<file path="config.mk">
export PLATFORM = sky130hd
export DESIGN_NAME = main_ctrl_fsm
export DESIGN_NICKNAME = d
export VERILOG_FILES = /design/src/rtl/main_ctrl_fsm.sv
export SDC_FILE = /design/constraint.sdc
export NUM_CORES = 1
export LEC_CHECK = 0
export CAP_MARGIN = 20
export CORE_MARGIN = 8
export CORE_UTILIZATION = 25
export CTS_CLUSTER_SIZE = 30
export DETAILED_ROUTE_END_ITERATION = 8
export PLACE_DENSITY = 0.57
export SLEW_MARGIN = 20
export SYNTH_ARGS = -nofsm -noshare
export SYNTH_HDL_FRONTEND = slang
export SYNTH_SLANG_ARGS = --single-unit
</file>
<file path="constraint.sdc">
create_clock -name i_clk -period 1.9 [get_ports i_clk]
set_clock_uncertainty 0.05 [all_clocks]
set_input_delay 0.285 -clock i_clk [delete_from_list [all_inputs] [get_ports i_clk]]
set_output_delay 0.285 -clock i_clk [all_outputs]
set_load 0.01 [all_outputs]
</file>
<file path="src/rtl/main_ctrl_fsm.sv">
// -----------------------------------------------------------------------------
// main_ctrl_fsm
//
// Multi-cycle control sequencer for an RV32I core with optional RV32M and
// ecall/ebreak support. It walks each instruction through
// FETCH -> DECODE -> EXEC -> (MEM | MULDIV) -> WB.
// Decoded control fields are captured at the end of DECODE and stay stable
// until the next DECODE.
// FETCH and MEM share a wait counter. If memory does not answer within
// MEM_TIMEOUT cycles, the sequencer raises a timeout trap.
//
// Parameters
//   SUPPORT_M    : 1 = RV32M ops are legal and use the mul/div handshake
//   SUPPORT_SYS  : 1 = ecall/ebreak are legal and raise a trap (cause 01)
//   MEM_TIMEOUT  : memory wait cycles before a timeout trap (1..65535)
//
// Ports
//   i_clk, i_rst         : clock and synchronous active-high reset
//   i_opcode/funct3/7    : instruction register fields, sampled in DECODE
//   i_memReady           : memory handshake for fetch and data access
//   i_mdDone             : mul/div unit completion
//   o_state              : current state (RST=0 .. TRAP=7)
//   o_memReq, o_memWrite, o_iFetch, o_irWrite : memory/IR control
//   o_pcWrite, o_regWrite, o_mdStart          : datapath strobes
//   o_trap, o_trapCause                       : trap pulse and held cause
//   o_ALUOp, o_ALUSrc, o_immSrc, o_immPlusSrc, o_isLoadSigned,
//   o_resultSrc                               : latched decode fields
//   o_branch, o_jal, o_jalr                   : control-flow strobes
// -----------------------------------------------------------------------------
module main_ctrl_fsm #(
    parameter int SUPPORT_M   = 1,
    parameter int SUPPORT_SYS = 1,
    parameter int MEM_TIMEOUT = 255
) (
    input  logic       i_clk,
    input  logic       i_rst,
    input  logic [6:0] i_opcode,
    input  logic [2:0] i_funct3,
    input  logic [6:0] i_funct7,
    input  logic       i_memReady,
    input  logic       i_mdDone,
    output logic [2:0] o_state,
    output logic       o_memReq,
    output logic       o_memWrite,
    output logic       o_iFetch,
    output logic       o_irWrite,
    output logic       o_pcWrite,
    output logic       o_regWrite,
    output logic       o_mdStart,
    output logic       o_trap,
    output logic [1:0] o_trapCause,
    output logic [1:0] o_ALUOp,
    output logic       o_ALUSrc,
    output logic [2:0] o_immSrc,
    output logic       o_immPlusSrc,
    output logic       o_isLoadSigned,
    output logic [1:0] o_resultSrc,
    output logic       o_branch,
    output logic       o_jal,
    output logic       o_jalr
);

    // State encoding
    localparam logic [2:0] ST_RST    = 3'd0;
    localparam logic [2:0] ST_FETCH  = 3'd1;
    localparam logic [2:0] ST_DECODE = 3'd2;
    localparam logic [2:0] ST_EXEC   = 3'd3;
    localparam logic [2:0] ST_MEM    = 3'd4;
    localparam logic [2:0] ST_MULDIV = 3'd5;
    localparam logic [2:0] ST_WB     = 3'd6;
    localparam logic [2:0] ST_TRAP   = 3'd7;

    // Opcodes
    localparam logic [6:0] OP_NOP    = 7'b0000000;
    localparam logic [6:0] OP_LOAD   = 7'b0000011;
    localparam logic [6:0] OP_FENCE  = 7'b0001111;
    localparam logic [6:0] OP_IMM    = 7'b0010011;
    localparam logic [6:0] OP_AUIPC  = 7'b0010111;
    localparam logic [6:0] OP_STORE  = 7'b0100011;
    localparam logic [6:0] OP_REG    = 7'b0110011;
    localparam logic [6:0] OP_LUI    = 7'b0110111;
    localparam logic [6:0] OP_BRANCH = 7'b1100011;
    localparam logic [6:0] OP_JALR   = 7'b1100111;
    localparam logic [6:0] OP_JAL    = 7'b1101111;
    localparam logic [6:0] OP_SYSTEM = 7'b1110011;

    localparam logic [6:0] F7_BASE = 7'b0000000;
    localparam logic [6:0] F7_ALT  = 7'b0100000;
    localparam logic [6:0] F7_MUL  = 7'b0000001;

    // Where DECODE sends the instruction
    localparam logic [1:0] CLS_EXEC    = 2'd0;
    localparam logic [1:0] CLS_SKIP    = 2'd1;
    localparam logic [1:0] CLS_ILLEGAL = 2'd2;
    localparam logic [1:0] CLS_SYS     = 2'd3;

    // Trap causes
    localparam logic [1:0] CAUSE_ILLEGAL  = 2'b00;
    localparam logic [1:0] CAUSE_SYSCALL  = 2'b01;
    localparam logic [1:0] CAUSE_FETCH_TO = 2'b10;
    localparam logic [1:0] CAUSE_MEM_TO   = 2'b11;

    localparam int              CNT_W     = $clog2(MEM_TIMEOUT + 1);
    localparam logic [CNT_W-1:0] TIMEOUT_V = CNT_W'(MEM_TIMEOUT);

    logic [2:0]       state_q, state_nxt;
    logic [CNT_W-1:0] wait_cnt_q;
    logic [1:0]       trap_cause_q, trap_cause_nxt;

    // Decode results (combinational, from the IR fields)
    logic [1:0] dec_class;
    logic [1:0] dec_alu_op;
    logic       dec_alu_src;
    logic [2:0] dec_imm_src;
    logic [1:0] dec_result_src;
    logic       dec_branch, dec_jal, dec_jalr;
    logic       dec_load, dec_store, dec_md;

    // Fields latched at the end of DECODE
    logic [1:0] alu_op_q;
    logic       alu_src_q;
    logic [2:0] imm_src_q;
    logic       imm_plus_src_q;
    logic       load_signed_q;
    logic [1:0] result_src_q;
    logic       is_branch_q, is_jal_q, is_jalr_q;
    logic       is_load_q, is_store_q, is_md_q;

    logic wait_expired;

    // -------------------------------------------------------------------------
    // Instruction decode
    // -------------------------------------------------------------------------
    always_comb begin
        dec_class      = CLS_EXEC;
        dec_alu_op     = 2'b00;
        dec_alu_src    = 1'b0;
        dec_imm_src    = 3'b000;
        dec_result_src = 2'b00;
        dec_branch     = 1'b0;
        dec_jal        = 1'b0;
        dec_jalr       = 1'b0;
        dec_load       = 1'b0;
        dec_store      = 1'b0;
        dec_md         = 1'b0;
        unique case (i_opcode)
            OP_NOP, OP_FENCE: dec_class = CLS_SKIP;
            OP_LOAD: begin
                dec_alu_src    = 1'b1;
                dec_imm_src    = 3'b000;
                dec_result_src = 2'b01;
                dec_load       = 1'b1;
            end
            OP_STORE: begin
                dec_alu_src = 1'b1;
                dec_imm_src = 3'b011;
                dec_store   = 1'b1;
            end
            OP_IMM: begin
                dec_alu_op  = 2'b10;
                dec_alu_src = 1'b1;
                // slli/srli/srai carry a shamt instead of a full immediate
                dec_imm_src = (i_funct3[1:0] == 2'b01) ? 3'b010 : 3'b001;
            end
            OP_REG: begin
                if (i_funct7 == F7_BASE || i_funct7 == F7_ALT) begin
                    dec_alu_op = 2'b10;
                end else if (i_funct7 == F7_MUL && SUPPORT_M != 0) begin
                    dec_alu_op = 2'b11;
                    dec_md     = 1'b1;
                end else begin
                    dec_class = CLS_ILLEGAL;
                end
            end
            OP_LUI, OP_AUIPC: begin
                dec_imm_src    = 3'b100;
                dec_result_src = 2'b10;
            end
            OP_BRANCH: begin
                dec_alu_op  = 2'b01;
                dec_imm_src = 3'b101;
                dec_branch  = 1'b1;
            end
            OP_JALR: begin
                dec_alu_src    = 1'b1;
                dec_imm_src    = 3'b110;
                dec_result_src = 2'b11;
                dec_jalr       = 1'b1;
            end
            OP_JAL: begin
                dec_imm_src    = 3'b111;
                dec_result_src = 2'b11;
                dec_jal        = 1'b1;
            end
            OP_SYSTEM: begin
                // funct3=000 selects ecall/ebreak; any other funct3 is illegal
                if (i_funct3 == 3'b000 && SUPPORT_SYS != 0)
                    dec_class = CLS_SYS;
                else
                    dec_class = CLS_ILLEGAL;
            end
            default: dec_class = CLS_ILLEGAL;
        endcase
    end

    // The timeout fires when this cycle's increment would reach MEM_TIMEOUT.
    // A ready in the same cycle takes priority.
    assign wait_expired = !i_memReady && (wait_cnt_q == TIMEOUT_V - CNT_W'(1));

    // -------------------------------------------------------------------------
    // Next-state logic
    // -------------------------------------------------------------------------
    always_comb begin
        state_nxt      = state_q;
        trap_cause_nxt = trap_cause_q;
        unique case (state_q)
            ST_RST: state_nxt = ST_FETCH;
            ST_FETCH: begin
                if (i_memReady) begin
                    state_nxt = ST_DECODE;
                end else if (wait_expired) begin
                    state_nxt      = ST_TRAP;
                    trap_cause_nxt = CAUSE_FETCH_TO;
                end
            end
            ST_DECODE: begin
                unique case (dec_class)
                    CLS_SKIP: state_nxt = ST_FETCH;
                    CLS_ILLEGAL: begin
                        state_nxt      = ST_TRAP;
                        trap_cause_nxt = CAUSE_ILLEGAL;
                    end
                    CLS_SYS: begin
                        state_nxt      = ST_TRAP;
                        trap_cause_nxt = CAUSE_SYSCALL;
                    end
                    default: state_nxt = ST_EXEC;
                endcase
            end
            ST_EXEC: begin
                if (is_branch_q)
                    state_nxt = ST_FETCH;
                else if (is_load_q || is_store_q)
                    state_nxt = ST_MEM;
                else if (is_md_q)
                    state_nxt = ST_MULDIV;
                else
                    state_nxt = ST_WB;
            end
            ST_MEM: begin
                if (i_memReady) begin
                    state_nxt = is_store_q ? ST_FETCH : ST_WB;
                end else if (wait_expired) begin
                    state_nxt      = ST_TRAP;
                    trap_cause_nxt = CAUSE_MEM_TO;
                end
            end
            ST_MULDIV: begin
                if (i_mdDone)
                    state_nxt = ST_WB;
            end
            ST_WB:   state_nxt = ST_FETCH;
            ST_TRAP: state_nxt = ST_FETCH;
            default: state_nxt = ST_RST;
        endcase
    end

    // -------------------------------------------------------------------------
    // State, wait counter and trap cause
    // -------------------------------------------------------------------------
    always_ff @(posedge i_clk) begin
        if (i_rst) begin
            state_q      <= ST_RST;
            wait_cnt_q   <= '0;
            trap_cause_q <= 2'b00;
        end else begin
            state_q <= state_nxt;
            // Every entry into FETCH or MEM comes from a different state,
            // so any state change restarts the count.
            if (state_nxt != state_q)
                wait_cnt_q <= '0;
            else if ((state_q == ST_FETCH || state_q == ST_MEM) && !i_memReady)
                wait_cnt_q <= wait_cnt_q + CNT_W'(1);
            if (state_nxt == ST_TRAP)
                trap_cause_q <= trap_cause_nxt;
        end
    end

    // -------------------------------------------------------------------------
    // Decode field latch (captured once, at the end of DECODE)
    // -------------------------------------------------------------------------
    always_ff @(posedge i_clk) begin
        if (i_rst) begin
            alu_op_q       <= 2'b00;
            alu_src_q      <= 1'b0;
            imm_src_q      <= 3'b000;
            imm_plus_src_q <= 1'b0;
            load_signed_q  <= 1'b0;
            result_src_q   <= 2'b00;
            is_branch_q    <= 1'b0;
            is_jal_q       <= 1'b0;
            is_jalr_q      <= 1'b0;
            is_load_q      <= 1'b0;
            is_store_q     <= 1'b0;
            is_md_q        <= 1'b0;
        end else if (state_q == ST_DECODE) begin
            alu_op_q       <= dec_alu_op;
            alu_src_q      <= dec_alu_src;
            imm_src_q      <= dec_imm_src;
            imm_plus_src_q <= ~i_opcode[5];
            load_signed_q  <= i_funct3[2];
            result_src_q   <= dec_result_src;
            is_branch_q    <= dec_branch;
            is_jal_q       <= dec_jal;
            is_jalr_q      <= dec_jalr;
            is_load_q      <= dec_load;
            is_store_q     <= dec_store;
            is_md_q        <= dec_md;
        end
    end

    // -------------------------------------------------------------------------
    // Outputs
    // -------------------------------------------------------------------------
    assign o_state     = state_q;
    assign o_memReq    = (state_q == ST_FETCH) || (state_q == ST_MEM);
    assign o_iFetch    = (state_q == ST_FETCH);
    // Only asserted in MEM, so it can never overlap with o_iFetch
    assign o_memWrite  = (state_q == ST_MEM) && is_store_q;
    assign o_irWrite   = (state_q == ST_FETCH) && i_memReady;
    assign o_pcWrite   = ((state_q == ST_DECODE) && (dec_class == CLS_SKIP))
                       || ((state_q == ST_EXEC) && is_branch_q)
                       || ((state_q == ST_MEM) && i_memReady && is_store_q)
                       || (state_q == ST_WB)
                       || (state_q == ST_TRAP);
    assign o_regWrite  = (state_q == ST_WB);
    assign o_mdStart   = (state_q == ST_EXEC) && is_md_q;
    assign o_trap      = (state_q == ST_TRAP);
    assign o_trapCause = trap_cause_q;

    assign o_branch    = (state_q == ST_EXEC) && is_branch_q;
    assign o_jal       = (state_q == ST_WB) && is_jal_q;
    assign o_jalr      = (state_q == ST_WB) && is_jalr_q;

    assign o_ALUOp        = alu_op_q;
    assign o_ALUSrc       = alu_src_q;
    assign o_immSrc       = imm_src_q;
    assign o_immPlusSrc   = imm_plus_src_q;
    assign o_isLoadSigned = load_signed_q;
    assign o_resultSrc    = result_src_q;

endmodule

</file>
==> results of run 1 <==
==> final cells by class <==
cell class | instances | area [µm²]
well taps | 96 | 120
clock buffers | 7 | 86.3
flip-flops and latches | 29 | 589
multi-input cells | 180 | 1170
inverters | 7 | 30.0
repair buffers | 94 | 848
fillers | 715 | 3990
==> worst max-delay path by stage <==
stage	slack [ns]	endpoint	cells after the start
4_1_cts	-0.12	o_pcWrite	5
2_1_floorplan	0.05	o_pcWrite	5
6_report	0.06	o_memReq	5
3_5_place_dp	-0.51	o_pcWrite	5
5_1_grt	-0.03	o_memReq	5
3_3_place_gp	-0.50	o_pcWrite	5
==> registers in the layout, indices dropped and copies added, names as in the netlist <==
signal          cells
is_store_q          1
o_trapCause         2
o_immPlusSrc        1
o_resultSrc         2
o_state             3
o_ALUOp             2
o_ALUSrc            1
o_immSrc            3
wait_cnt_q          8
is_jal_q            1
is_branch_q         1
is_md_q             1
is_jalr_q           1
is_load_q           1
o_isLoadSigned      1
==> placed cells by master, fill, tap and decap left out, types with 4 or more instances in the layout <==
cell type	synthesis	layout
nand3_1	13	13
nand2_1	25	24
clkbuf_8	0	6
a211oi_1	4	4
clkdlybuf4s50_1	0	26
and2_1	4	4
xnor2_1	5	5
nor3_1	18	17
inv_1	7	6
buf_6	0	4
dlymetal6s2s_1	0	10
buf_4	1	44
dfxtp_1	29	26
nor2_1	22	22
a21oi_1	19	19
o21ai_0	6	4
dlygate4sd2_1	0	6
and3_1	7	7
nor3b_1	7	6
==> power groups by stage <==
stage	sequential, µW	combinational, µW	clock (µW)
2_1_floorplan	778	642	0
3_3_place_gp	780	1290	0
3_5_place_dp	780	1300	0
4_1_cts	778	1340	536
5_1_grt	794	1530	556
6_report	780	1390	511
==> cells by family after synthesis <==
family | Yosys count
and+or+nand+nor | 123
buffers and inverters | 21
DFF | 29
adders and majority gates | 2
muxes | 2
xor gates and xnor gates | 8
AOI/OAI and AO/OA | 45
==> routing by layer <==
layer | GRT usage [%] | part of all wire [%] | wire length [µm]
met5 | 0 | 0 | 0
met4 | 3.84 | 1.2 | 70
met3 | 3.32 | 4.9 | 276
met2 | 19.9 | 49 | 2790
met1 | 14.0 | 45 | 2520
==> stage by stage <==
step                      hold slack (ns)  total power [µW]  utilization (%)  TNS (ns)
after floorplan                     0.301              1420                -         0
after global placement              0.392              2070             38.4     -5.30
after detailed placement            0.394              2080             38.4     -5.45
after CTS                           0.403              2650             40.1    -0.121
after global routing                0.359              2880             41.6   -0.0342
final                               0.337              2680             41.6         0
==> critical path: cells and delay by family, from the launching register on <==
kind	cells	cell delay [ns]
buffers and inverters	3	0.61
DFF	1	0.40
and+or+nand+nor	2	0.21
==> timing repair <==
item / CTS / global route
pin swaps: 2 / 5
gates resized for setup: 20 / 31
hold buffers: 0 / 0
endpoints found under the setup margin: 23 / 20
setup buffers: 2 / 2
==> impl_metrics.env, run 1 <==
export IMPL_status="completed"
export IMPL_placeableCoreArea_um2=6830
export IMPL_antennaDiodeCount=0
export IMPL_worst_setup_path_start_kind="flip-flop"
export IMPL_io_buffers=46
export IMPL_grt_pass1_vias=1965
export IMPL_synth_edf_count=0
export IMPL_die_h_um=100
export IMPL_seqPwrFrac_pct=29.2
export IMPL_synth_mux_area_share_pct=1.83
export IMPL_ant_nets=0
export IMPL_period_minus_slack_ns=1.84
export IMPL_p_per_area_nw_per_um2=942
export IMPL_grt_pass1_wl_mm=9.60
export IMPL_grt_max_degree=22
export IMPL_netlist_area_um2=1780
export IMPL_gp_congestion=0.815
export IMPL_synth_top_family_by_area="simple AND/OR/NAND/NOR gates"
export IMPL_post_route_cells_drive_above_1_share_pct=24.6
export IMPL_r2r_end="wait_cnt_q[1]"
export IMPL_final_setup_worst_slack_ns=0.0571
export IMPL_die_w_um=100
export IMPL_routed_wl_mm=5.66
export IMPL_cts_root_buffer="clkbuf_8"
export IMPL_area_growth_syn_to_layout_pct=59.8
export IMPL_cts_made_buffers=5
export IMPL_first_pass_iters=4
export IMPL_routedWlPerCell_um=13.7
export IMPL_synthTopCellsByArea="dfxtp_1 33%, a21oi_1 5.3%, nand2_1 5.3%"
export IMPL_r2r_cells=7
export IMPL_cp_data_required_time_ns=1.56
export IMPL_synth_cell_type_count=48
export IMPL_async_flop_share_pct=0
export IMPL_hold_class="in -> reg"
export IMPL_dr_total_vias=1958
export IMPL_p_sw_share_pct=37.1
export IMPL_start_util_pct=26.0
export IMPL_synth_top_area_cell="dfxtp_1"
export IMPL_crit_path_max_fanout=7
export IMPL_cp_slowest_cell="dfxtp_4"
export IMPL_synth_compound_area_share_pct=17.5
export IMPL_fin_cells=413
export IMPL_clockBufferDepth=2
export IMPL_clockPowerShare_pct=19.1
export IMPL_hold_depth=3
export IMPL_antenna_found_initial=0
export IMPL_cp_startpoint="o_state[1]"
export IMPL_yosysSeqAreaShare_pct=32.7
export IMPL_clk_pin_slew_ns=0.06
export IMPL_ios=47
export IMPL_ff2ff_setup_slack_ns=0.10
export IMPL_path_cells="buf_4 > clkinvlp_4 > nand2_1 > nand2b_1 > dlygate4sd2_1"
export IMPL_synth_main_ff_cell="dfxtp_1"
export IMPL_synth_top_area_share_pct=32.7
export IMPL_ys_seq_elements=29
export IMPL_synth_most_common_cell="dfxtp_1"
export IMPL_worstHoldStart="i_opcode[5]"
export IMPL_yosys_warnings=0
export IMPL_rr_startpoint="is_store_q"
export IMPL_crit_path_end_kind="output port"
export IMPL_p_sw_uw=993
export IMPL_track_usage_pct=11.8
export IMPL_slew_limit_headroom_pct=69.0
export IMPL_synthAdderAreaFrac_pct=1.41
export IMPL_drt_initial_drc_count=82
export IMPL_worstMarginPinSlew_ns=0.458
export IMPL_grt_overflow_total=0
export IMPL_pwr_share_comb_pct=51.7
export IMPL_leakage_uw=0.00119
export IMPL_fmax_ghz=0.543
export IMPL_vdd_drop_max_v=0.000281
export IMPL_syn_nets=253
export IMPL_dp_cells=402
export IMPL_setup_viol=0
export IMPL_htree_levels=2
export IMPL_cp_data_arrival_time_ns=1.51
export IMPL_stdcell_area_um2=2840
export IMPL_fin_nets=340
export IMPL_place_ws_ns=-0.511
export IMPL_synth_top_cells_by_count="29 x dfxtp_1, 25 x nand2_1, 22 x nor2_1"
export IMPL_drv_slew=0
export IMPL_cts_sinks=29
export IMPL_worst_setup_path_type="reg -> out"
export IMPL_drv_max_cap_violation_count=0
export IMPL_syn_area_per_cell_um2=7.73
export IMPL_synthXorXnorAreaFrac_pct=3.94
export IMPL_slowest_delay_ns=0.40
export IMPL_postPlaceCellArea_um2=2630
export IMPL_fp_row_count=30
export IMPL_synthSimpleGateAreaFrac_pct=37.6
export IMPL_rsz0062_at_grt="true"
export IMPL_clk_latency_ns=0.28
export IMPL_drc_errors=0
export IMPL_hold_viol=0
export IMPL_synthCells=230
export IMPL_cts_tree="yes"
export IMPL_die_area_um2=10100
export IMPL_min_period_over_period_pct=97.0
export IMPL_hold_end="o_immPlusSrc"
export IMPL_hpwl_mm=4.33
export IMPL_power_internal_uw=1680
export IMPL_viasPerCell=4.74
Power figures use the tool's default switching activity.
==> run 2: changes to the inputs <==
Settings changed: CORE_UTILIZATION 25 to 35, PLACE_DENSITY 0.57 to 0.72.
==> impl_metrics.env, run 2 (synthesized netlist as in run 1, its figures left out) <==
export IMPL_first_pass_iters=4
export IMPL_fp_row_count=26
export IMPL_crit_path_end_kind="flip-flop"
export IMPL_hold_class="in -> reg"
export IMPL_leakage_uw=0.00112
export IMPL_min_period_over_period_pct=99.0
export IMPL_fin_cells=385
export IMPL_slowest_delay_ns=0.56
export IMPL_clk_pin_slew_ns=0.06
export IMPL_drt_initial_drc_count=129
export IMPL_layout_common_cells="44 x buf_4, 28 x clkdlybuf4s50_1, 25 x nand2_1, 25 x dfxtp_1, 22 x nor2_1"
export IMPL_area_growth_syn_to_layout_pct=55.7
export IMPL_cp_data_arrival_time_ns=2.02
export IMPL_dp_cells=375
export IMPL_p_sw_share_pct=37.3
export IMPL_p_per_area_nw_per_um2=949
export IMPL_worst_setup_path_start_kind="input pin"
export IMPL_fmax_ghz=0.532
export IMPL_cp_buffers_inverters=2
export IMPL_grt_pass1_vias=1966
export IMPL_seqPwrFrac_pct=29.8
export IMPL_fin_tns_setup_ns=0
export IMPL_viasPerCell=5.21
export IMPL_grt_max_degree=22
export IMPL_routed_wl_mm=5.50
export IMPL_setup_viol=0
export IMPL_worstMarginPinSlew_ns=0.402
export IMPL_drv_slew=0
export IMPL_clockPowerShare_pct=19.6
export IMPL_cts_root_buffer="clkbuf_8"
export IMPL_clockBufferDepth=2
export IMPL_die_w_um=87.3
export IMPL_layout_commonest_cell="buf_4"
export IMPL_hold_viol=0
export IMPL_vdd_drop_max_v=0.000518
export IMPL_pwr_share_comb_pct=50.6
export IMPL_crit_path_max_fanout=2
export IMPL_ios=47
export IMPL_slew_limit_headroom_pct=73.1
export IMPL_drc_errors=0
export IMPL_track_usage_pct=15.0
export IMPL_io_buffers=46
export IMPL_die_h_um=87.3
export IMPL_largest_reg_flops=8
export IMPL_start_util_pct=35.5
export IMPL_fin_nets=338
export IMPL_p_sw_uw=979
export IMPL_rsz0062_at_grt="true"
export IMPL_clk_latency_ns=0.28
export IMPL_die_area_um2=7620
export IMPL_dr_total_vias=2004
export IMPL_cp_slowest_cell="or4_4"
export IMPL_gp_congestion=0.912
export IMPL_cts_sinks=29
export IMPL_htree_levels=2
export IMPL_worst_setup_path_type="in -> reg"
export IMPL_power_internal_uw=1650
export IMPL_drv_max_cap_violation_count=0
export IMPL_routedWlPerCell_um=14.3
export IMPL_antennaDiodeCount=0
export IMPL_cts_made_buffers=5
export IMPL_status="completed"
export IMPL_path_cells="clkdlybuf4s50_1 > or4_4 > a2111oi_4 > or2b_1 > buf_4 > nand2_1 > a221oi_2"
export IMPL_cts_tree="yes"
export IMPL_cpLargestDelayFamily="simple AND/OR/NAND/NOR gates"
export IMPL_hpwl_mm=4.12
export IMPL_antenna_found_initial=0
export IMPL_ctsHoldBuffers=0
export IMPL_regMostFlops="wait_cnt_q"
export IMPL_grt_overflow_total=0
export IMPL_grt_pass1_wl_mm=9.12
export IMPL_ant_nets=0
export IMPL_period_minus_slack_ns=1.88
export IMPL_placeableCoreArea_um2=5010
export IMPL_post_route_cells_drive_above_1_share_pct=25.1
export IMPL_p_total_uw=2630
export IMPL_cp_data_required_time_ns=2.04
export IMPL_num_fill_cells=498
==> run 2: cell types whose count changed in the layout (fill, tap and decap cells not counted), moves of 2 or more <==
cell,before,now
dlymetal6s2s_1,10,4
dlygate4sd2_1,6,10
nor3_1,17,13
nor3_2,2,6
buf_6,4,2
clkbuf_2,0,2
clkdlybuf4s15_1,3,1
clkdlybuf4s50_1,26,28
nor2b_1,1,3
nor2b_2,2,0
==> run 2: repair_timing <==
action | in CTS | in global routing
hold endpoints to repair | 0 | 0
endpoints found under the setup margin | 22 | 12
resized for setup | 28 | 20
pin swaps | 7 | 11
setup buffers | 1 | 2
==> run 2: layer usage <==
| layer | up-vias | GRT usage, % | routed length, µm |
|---|---|---|---|
| met5 | - | 0 | 0 |
| met4 | 0 | 5.78 | 93 |
| met3 | 9 | 5.00 | 316 |
| met2 | 53 | 25.8 | 2760 |
| met1 | 940 | 16.5 | 2330 |
| li1 | 1002 | - | - |
==> run 2: tightest hold or removal path, delay by kind of cell <==
family	cells	cell delay, ns
buf+inv	2	0.29
compound gates	1	0.06
==> run 2: metrics by stage <==
stage	hold slack [ns]	setup WS [ns]	utilization [%]	cell area, µm²
final	0.355	0.0195	55.2	2770
after global routing	0.360	-0.0444	55.2	2770
after CTS	0.410	0.000597	53.9	2700
after detailed placement	0.400	-0.555	51.6	2580
after global placement	0.397	-0.491	51.6	2580
after floorplan	0.301	0.0457	-	1780
==> run 2: worst paths after layout <==
path                                  start              to  slack [ns]  cells past startpoint
worst min register to register     is_jal_q        is_jal_q        0.41                      2
worst max register to register   is_store_q   wait_cnt_q[5]        0.06                      5
worst max-delay path            i_funct7[3]  o_trapCause[0]        0.02                      7
worst min-delay path            i_opcode[5]    o_immPlusSrc        0.36                      3
==> run 2: power by group through the flow <==
stage | Clock, µW | Combinational [µW] | Sequential [µW]
after floorplan | 0 | 642 | 778
after global placement | 0 | 1260 | 778
after detailed placement | 0 | 1270 | 779
after CTS | 533 | 1300 | 774
after global routing | 555 | 1450 | 799
final | 514 | 1330 | 784
==> run 2: area by class of cell <==
class / instances / area [µm²] / area share [%]
multi-input cells: 180 / 1180 / 42.7
clock buffers: 7 / 86.3 / 3.12
well taps: 70 / 87.6 / 3.16
inverters: 7 / 26.3 / 0.949
repair buffers: 92 / 796 / 28.8
flip-flops and latches: 29 / 591 / 21.3
==> edit: new RTL, flow settings as in run 2 <==
`SUPPORT_SYS`: 1 -> 0. Comments in the files are not updated.
--- a/src/rtl/main_ctrl_fsm.sv
+++ b/src/rtl/main_ctrl_fsm.sv
@@ -29,7 +29,7 @@
 // -----------------------------------------------------------------------------
 module main_ctrl_fsm #(
     parameter int SUPPORT_M   = 1,
-    parameter int SUPPORT_SYS = 1,
+    parameter int SUPPORT_SYS = 0,
     parameter int MEM_TIMEOUT = 255
 ) (
     input  logic       i_clk,
Behaviour: not the same (a bounded check fails within 4 cycles, from zero or initial values and one cycle with i_rst high).
==> edit against run 2 <==
The run now ends with negative setup slack left; routed wire length is 0.58% lower; die area is 5.1% lower; register-to-register slack worse by 0.09 ns; power is 19% higher; core utilization is 3.5 points higher; worst hold slack better by 0.023 ns; design area is 1.0% lower; maximum frequency is 4.8% lower; area after synthesis is 6.3% lower; worst setup slack worse by 0.094 ns; sequential cell count stayed put; via count is 1.1% lower; critical endpoint is now o_pcWrite; highest routed layer unchanged.
==> edit: results (changes against run 2) <==
grt_max_degree: 20  # was 22
violations: "negative setup slack"
dp_hpwl_um: 4000  # was 4120 µm
drive_above_1_share_pct: 30.5  # was 25.1%
min-delay-start: "i_opcode[0]"  # was i_opcode[5]
syn-num-nets: 238  # was 253
r2r-end: "wait_cnt_q[2]"  # was wait_cnt_q[5]
grt_pass1_vias: 1892  # was 1966
status: "finished, violations left"  # was finished, final reports clean
setup_viol: 3  # was 0
drt_iter0_markers: 157  # was 129
rrSetupSlack_ns: -0.03  # was 0.06 ns
vias_per_cell: 5.43  # was 5.21
gp_congestion: 0.888  # was 0.912
wl_per_cell_um: 15.0  # was 14.3 µm
ys_seq_area_share_pct: 34.8  # was 32.7%
total_leakage_power_nw: 1.14  # was 1.12 nW
grt_pass1_wl_um: 8730  # was 9120 µm
synth_common_cells: "29 x dfxtp_1, 24 x nand2_1, 19 x nor2_1"  # was 29 x dfxtp_1, 25 x nand2_1, 22 x nor2_1
reg2reg_depth: 8  # was 5
hold_end: "is_jal_q"  # was o_immPlusSrc
max_freq_mhz: 506  # was 532 MHz
holdPathStages: 4  # was 3
slowest_delay_ns: 0.54  # was 0.56 ns
r2r-start: "o_state[0]"  # was is_store_q
numCtsBuffers: 5  # unchanged
crit_arrival_ns: 1.64  # was 2.02 ns
grt_usage_pct: 14.6  # was 15.0%
tightest_slew_ns: 0.330  # was 0.402 ns
fin_ws_ns: -0.0746  # was 0.0195 ns
-- edit: cell count changes in the layout (fill, tap and decap cells not counted), moves of 4 or more --
cell,delta
a21oi_1,-6
nor4_1,+4
nor3b_1,-5
nand4_1,+6
nand3_1,-8
buf_4,+11
nor3_1,-6
nor3_2,-5
o21ai_0,+5
nor2_1,-6
-- edit: how the worst max path moves through the flow --
stage / endpoint / slack (ns)
2_1_floorplan: wait_cnt_q[2] / -0.03
3_5_place_dp: o_pcWrite / -0.87
5_1_grt: wait_cnt_q[7] / -0.16
4_1_cts: o_pcWrite / -0.14
3_3_place_gp: o_pcWrite / -0.88
6_report: o_pcWrite / -0.07
-- edit: power breakdown --
| group | internal [W] | switching [W] | leakage, nW |
|---|---|---|---|
| Clock | 0.000287 | 0.000225 | 0.0443 |
| Combinational | 0.000894 | 0.000948 | 0.861 |
| Sequential | 0.000693 | 0.0000683 | 0.237 |
-- edit: cell type report --
| class | count | area share [%] |
|---|---|---|
| repair buffers | 101 | 31.2 |
| inverters | 11 | 1.51 |
| well taps | 54 | 2.47 |
| flip-flops and latches | 29 | 21.6 |
| multi-input cells | 163 | 40.1 |
| clock buffers | 7 | 3.15 |
-- edit: worst max-delay path: cells and delay by family --
family                 cells  cell delay, ns
AO/OA/AOI/OAI              3            0.58
AND/OR/NAND/NOR            1            0.54
buffers and inverters      2            0.24
-- edit: cells by family after synthesis --
logic type | synth area share, %
and+or+nand+nor | 33.2
AOI/OAI and AO/OA | 21.0
DFF | 34.8
buffers and inverters | 5.78
xor gates and xnor gates | 3.68
adders and majority gates | 1.50
-- edit: metal layers --
metal,vias to the layer above,GRT usage [%],share of wire [%]
met5,-,0,0
met4,0,5.50,1.7
met1,937,17.4,44
met3,10,5.21,6.1
li1,981,-,-
met2,54,23.4,48
-- edit: per-stage QoR --
stage               cells  TNS, ns  cell area (µm²)  setup slack, ns  power (W)
finish                365   -0.141             2740          -0.0746    0.00311
global route          365    -1.07             2740           -0.160    0.00333
CTS                   358   -0.886             2610           -0.139    0.00287
detailed placement    350    -9.05             2500           -0.869    0.00230
global placement      350    -8.89             2500           -0.876    0.00228
floorplan             215  -0.0344             1680          -0.0344    0.00151
-- edit: timing repair --
item / in CTS / in global routing
pin swaps: 6 / 10
buffers inserted: 1 / 7
setup endpoints to repair: 23 / 15
gates resized for setup: 44 / 20
gates cloned: 0 / 0
